==> config.mk <==
export PLATFORM = sky130hd
export DESIGN_NAME = inst_fetch_resp
export DESIGN_NICKNAME = d
export VERILOG_FILES = /design/src/rtl/inst_fetch_resp.sv
export SDC_FILE = /design/constraint.sdc
export NUM_CORES = 1
export LEC_CHECK = 0
export BUFFER_PORTS_ARGS = -buffer_cell sky130_fd_sc_hd__buf_2
export CORE_MARGIN = 4
export CORE_UTILIZATION = 45
export DETAILED_ROUTE_END_ITERATION = 8
export MAX_ROUTING_LAYER = met4
export PLACE_DENSITY = 0.77
export SYNTH_ARGS = -nofsm -noshare
export SYNTH_HDL_FRONTEND = slang
export SYNTH_SLANG_ARGS = --single-unit
export TNS_END_PERCENT = 100
==> constraint.sdc <==
create_clock -name clk -period 2.8 [get_ports clk]
set_input_delay 0.42 -clock clk [delete_from_list [all_inputs] [get_ports clk]]
set_output_delay 0.42 -clock clk [all_outputs]
set_load 0.02 [all_outputs]
==> src/rtl/inst_fetch_resp.sv <==
// Fetch responder: translates pc, runs one SRAM-like instruction read at a time and hands the word to decode.
// Latency is 3 cycles from pc to inst_valid at best. stallreq holds the PC while a fetch is open; stall_id freezes the captured word in HOLD.
module inst_fetch_resp #(
  parameter bit          ADDR_MAP_EN = 1'b1,
  parameter logic [31:0] NOP_INST    = 32'h0000_0000
) (
  input  logic        clk,
  input  logic        rst,
  input  logic        ce,
  input  logic [31:0] pc,
  input  logic        stall_id,
  input  logic        flush,
  output logic        inst_req,
  output logic [31:0] inst_addr,
  input  logic        inst_addr_ok,
  input  logic        inst_data_ok,
  input  logic [31:0] inst_rdata,
  output logic [31:0] inst,
  output logic        inst_valid,
  output logic        adel,
  output logic        stallreq
);

  typedef enum logic [1:0] {IDLE, REQ, WAIT, HOLD} state_t;

  state_t      state, state_nxt;
  logic        discard, discard_nxt;
  logic        inst_req_nxt;
  logic [31:0] inst_addr_nxt;
  logic [31:0] inst_nxt;
  logic        inst_valid_nxt;
  logic        adel_nxt;
  logic        complete;
  logic        pc_aligned;
  logic [31:0] pc_phys;

  assign pc_aligned = (pc[1:0] == 2'b00);

  // kseg0/kseg1 both map onto the low 512 MB of physical space.
  always_comb begin
    pc_phys = pc;
    if (ADDR_MAP_EN && ((pc[31:29] == 3'b100) || (pc[31:29] == 3'b101))) begin
      pc_phys = {3'b000, pc[28:0]};
    end
  end

  always_ff @(posedge clk or posedge rst) begin
    if (rst) begin
      state      <= IDLE;
      discard    <= 1'b0;
      inst_req   <= 1'b0;
      inst_addr  <= 32'h0000_0000;
      inst       <= NOP_INST;
      inst_valid <= 1'b0;
      adel       <= 1'b0;
    end else begin
      state      <= state_nxt;
      discard    <= discard_nxt;
      inst_req   <= inst_req_nxt;
      inst_addr  <= inst_addr_nxt;
      inst       <= inst_nxt;
      inst_valid <= inst_valid_nxt;
      adel       <= adel_nxt;
    end
  end

  always_comb begin
    state_nxt      = state;
    discard_nxt    = discard;
    inst_req_nxt   = inst_req;
    inst_addr_nxt  = inst_addr;
    inst_nxt       = inst;
    inst_valid_nxt = inst_valid;
    adel_nxt       = adel;
    complete       = 1'b0;

    case (state)
      IDLE: begin
        inst_valid_nxt = 1'b0;
        inst_nxt       = NOP_INST;
        adel_nxt       = 1'b0;
        if (ce && !flush && !discard) begin
          if (pc_aligned) begin
            inst_req_nxt  = 1'b1;
            inst_addr_nxt = pc_phys;
            state_nxt     = REQ;
          end else begin
            inst_valid_nxt = 1'b1;
            adel_nxt       = 1'b1;
            if (stall_id) state_nxt = HOLD;
          end
        end
      end
      REQ: begin
        // The request stays up through a flush; the returning word is dropped instead.
        if (flush) discard_nxt = 1'b1;
        if (inst_addr_ok) begin
          inst_req_nxt = 1'b0;
          state_nxt    = WAIT;
          complete     = inst_data_ok;
        end
      end
      WAIT: begin
        if (flush) discard_nxt = 1'b1;
        complete = inst_data_ok;
      end
      HOLD: begin
        if (flush || !stall_id) begin
          inst_valid_nxt = 1'b0;
          inst_nxt       = NOP_INST;
          adel_nxt       = 1'b0;
          state_nxt      = IDLE;
        end
      end
      default: state_nxt = IDLE;
    endcase

    if (complete) begin
      discard_nxt = 1'b0;
      if (discard || flush) begin
        state_nxt = IDLE;
      end else begin
        inst_nxt       = inst_rdata;
        inst_valid_nxt = 1'b1;
        adel_nxt       = 1'b0;
        state_nxt      = stall_id ? HOLD : IDLE;
      end
    end
  end

  // Released in the data_ok cycle so the PC advances on the same edge that captures inst.
  assign stallreq = !rst && ce && !flush &&
                    (((state == IDLE) && pc_aligned && !discard) ||
                     (state == REQ) ||
                     ((state == WAIT) && !(inst_data_ok && !discard)));

endmodule
# After elaboration in Yosys (flattened, before gate mapping)
# Index checks and enable logic that the tools add are counted.
# classes
eq_ne,12
n_reduce_logical,30
mux,33
# op_table
op,count
$mux 32,4
$pmux 32 s2,1
$mux 2,8
$mux 1,15
$logic_and 1x1->1,9
$ne 3x3->1 const B,3
$pmux 1 s2,4
$eq 3x3->1 const B,2
$ne 2x2->1 const B,3
$pmux 2 s3,1
$reduce_bool 2->1,3
$logic_not 1->1,5
$logic_or 1x1->1,5
$reduce_and 5->1,1
$eq 2x2->1 const B,2
$logic_not 2->1,2
$ne 4x4->1 const B,1
$reduce_and 4->1,1
$reduce_bool 4->1,1
$reduce_and 3->1,1
$eq 2x1->1 const B,1
$reduce_and 2->1,1
$reduce_or 2->1,1
# totals
wordCells,82
inputBits,71
ff_bits,70
output_inout_bits,68

# Depth between registers and ports, before layout
# logic_depth
ltp_word,7
mapped_depth,8
ltp_nobuf,6

# Least setup slack after synthesis
# Ideal clock, no wire load.
# synth_timing
path_kind,flip-flop to output port
startpoint,register state[1]
endpoint,output port stallreq
path_slack_ps,873
required_time_ps,2380
arrival_ps,1507
path_buffers,0
path_stages_with_launch,6
path_cell_list,dfrtp_1 -> inv_1 -> ha_1 -> a21oi_1 -> or3b_2 -> a21oi_1
# synth_via
elab_chain_cells,6
elab_cells_between_ends,9
classes_between,eq/ne: 2; reduce/logical: 7
# synth_lines
element,line,rtl
from (decl),26,"state_t state, state_nxt;"
from (signal assigned),57,state <= state_nxt;
$logic_not 2->1,133,(((state == IDLE) && pc_aligned && !discard) ||
$logic_and 1x1->1 (2 in a row),133,
$logic_or 1x1->1,133,
$logic_or 1x1->1 *,134,(state == REQ) ||
$logic_and 1x1->1 *,132,assign stallreq = !rst && ce && !flush &&
to (decl),21,output logic stallreq
# Every way passes the cells marked *; elsewhere a longest branch is shown, timed or not.

# Worst setup path in the final report
# Ends and elaborated chain as after synthesis.

==> flow_summary.ini <==
[timing]
hold_slack_ps = 206.7
worstMarginPinSlew_ps = 665.1
skew_ps = 8.471
drv_slew = 0
hold_viol = 0
clock.fmax_mhz = 441.1
relSlewSlack_pct = 55.60
post-route-period-util_pct = 80.96
post-route-min-period_ps = 2267
setup_viol = 0
rsz0062_at_grt = false
fin_tns_setup_ps = 0

[setup_path]
path_max_fanout = 5
worstPathCellList = inv_1, ha_1, a21oi_1, or3b_2, a21oi_1, buf_2
cp_common_cell = a21oi_1
cpPeakStageDelay_ps = 430
slowest_stage = or3b_2
crit_type = reg2out
start_kind = register
cp-end-kind = output pin
cp.arrival_ps = 1850
required_ps = 2380

[floorplanning]
dieArea_um2 = 8087
die_y_um = 89.93
die_w_um = 89.93
core-area_um2 = 6422
ios = 139
initial_core_util_pct = 47.03
rows = 29

[synth]
seq_area_frac_synth_pct = 58.00
synth_fp_nets = 336
ys_ff_latch = 70
synth_area_leader_cell = dfrtp_1
netlist_area_um2 = 3020
async_reset_ff_share_pct = 100.0
synth_edf_count = 0
syn-instance-count = 261
synthFlopType = dfrtp_1
avgSynthCellArea_um2 = 11.57
synth_warnings = 0
synth_area_leaders = dfrtp_1 (58%), mux2_4 (12%), nand2_1 (8.7%)
ys_types = 32
synth_top_area_share_pct = 58.00

[clocking]
cts_buffers = 9
cts_tree = built
post_cts_resized = 0
cts_hold_buf = 0
postCtsSetupRepairBufs = 0
cts_max_level = 3
cts_buffer_depth = 2
clock_latency_ps = 320
clock-sinks = 70
cts_root_buffer = clkbuf_8
clkSlewWorstSetupHoldPaths_ps = 70

[final_layout]
layout_common_cells = buf_2 (138), nand2_1 (70), dfrtp_1 (70), o21ai_0 (33), mux2_4 (24)
layout-drive-gt1-share_pct = 47.52
final_common_cell = buf_2
nets = 475
area_growth_pct = 30.57
nFillCells = 541
multi_input_area_um2 = 1154
diodes = 0
ff_latch_area_um2 = 1752

[drt]
vias = 2316
wl_um = 6871
drc_errors = 0
final_antenna_net_count = 0
via_per_inst = 4.815
routedWlPerCell_um = 14.28
detail_route.first_pass.iterations = 4
initialDrtViolationCount = 94

[grt]
grt_pass1_wl_um = 11380
grt_max_degree = 69
antenna_found_initial = 0
track_usage_pct = 17.72
grt.overflow.total = 0
first_global_vias = 2300

[pwr]
clockPowerShare_pct = 20.6
p_comb_share_pct = 39.4
internal_power_mw = 2.167
vdd_drop_max_mv = 0.6111
p_switching_mw = 1.294
p_seq_share_pct = 39.9
p_leak_nw = 2.211
powerDensity_nw_per_um2 = 877.6
power_switching_share_pct = 37.40

[placed_design]
hpwlAfterDp_um = 5052
place.gp.congestion = 0.8981
io_buffer_count = 138

[outcome]
outcome = finished, final reports clean

[run]
drv_cap = 0

[worst_hold_path]
hold_class = in2async
power by group through the flow:
stage	Clock, mW	Sequential, mW	Combinational, mW
4_1_cts	0.739	1.38	1.38
6_report	0.714	1.38	1.36
5_1_grt	0.793	1.42	1.46
3_5_place_dp	0	1.40	1.37
2_1_floorplan	0	1.67	0.686
3_3_place_gp	0	1.39	1.35
cell type report:
cell class	count	area share [%]
Sequential cell	70	44.42
Multi-Input combinational cell	171	29.25
Timing Repair Buffer	142	18.91
Clock buffer	11	3.839
Tap cell	77	2.443
Clock inverter	4	0.5711
Inverter	6	0.5711
critical path: cells and delay by family (launching register included):
kind	cells	cell delay [ps]
AOI/OAI and AO/OA	2	190
DFF	1	410
buffers and inverters	2	270
adders and majority gates	1	220
and+or+nand+nor	1	430
sequential cells by signal, indices dropped and copies added (netlist names):
register	cells
state	2
inst	32
discard	1
adel	1
inst_valid	1
inst_addr	32
inst_req	1
metrics by stage:
step                      utilization, %  power [mW]  cell area (um2)  setup slack (ps)  std cells
after CTS                          61.41       3.498             3944             527.9        481
after detailed placement           58.70       2.771             3770             889.8        466
after global routing               61.41       3.673             3944             423.5        481
after global placement             58.70       2.741             3770             905.4        466
final                              61.41       3.461             3944             533.1        481
after floorplan                        -       2.353             3020             611.8        261
final timing paths:
path	cells past startpoint	from	slack, ps	to
setup reg to reg	7	state[0]	900	state[1]
hold reg to reg	2	inst_addr[29]	480	inst_addr[29]
setup / recovery	6	state[1]	530	stallreq
max in group asynchronous	3	rst	1960	inst[30]
min in group clk	3	inst_rdata[15]	290	inst[15]
hold / removal	2	rst	210	inst[7]
kinds of logic (layout without fill, tap and decap cells):
family                   count (synthesis)  count (layout)  share of synthesized area (%)
buffers and inverters                   20             163                          3.811
flip-flops                              70              70                          58.00
adder cells (fa/ha/maj)                  4               4                          1.657
AND/OR/NAND/NOR                         86              86                          13.09
multiplexers                            30              30                          14.13
AO/OA/AOI/OAI                           51              51                          9.321
metal layers:
metal  vias up  routed length (um)  track usage [%]
li1       1149                   -                -
met1      1099                2895            21.05
met2        59                3594            30.08
met3         9                 294            3.756
met4         0                  86            6.122
met5         -                   0                -
synth_stat cells, drive strengths merged, types with 2 or more instances:
library cell	instances
a21boi	2
ha	4
inv	6
clkbuf	3
nand2	70
mux2	29
and2	2
nand3	2
nand2b	2
o21ai	37
nor2	4
buf	11
nand3b	2
a21oi	5
dfrtp	70
No activity file was read; power rests on OpenSTA's default activity.
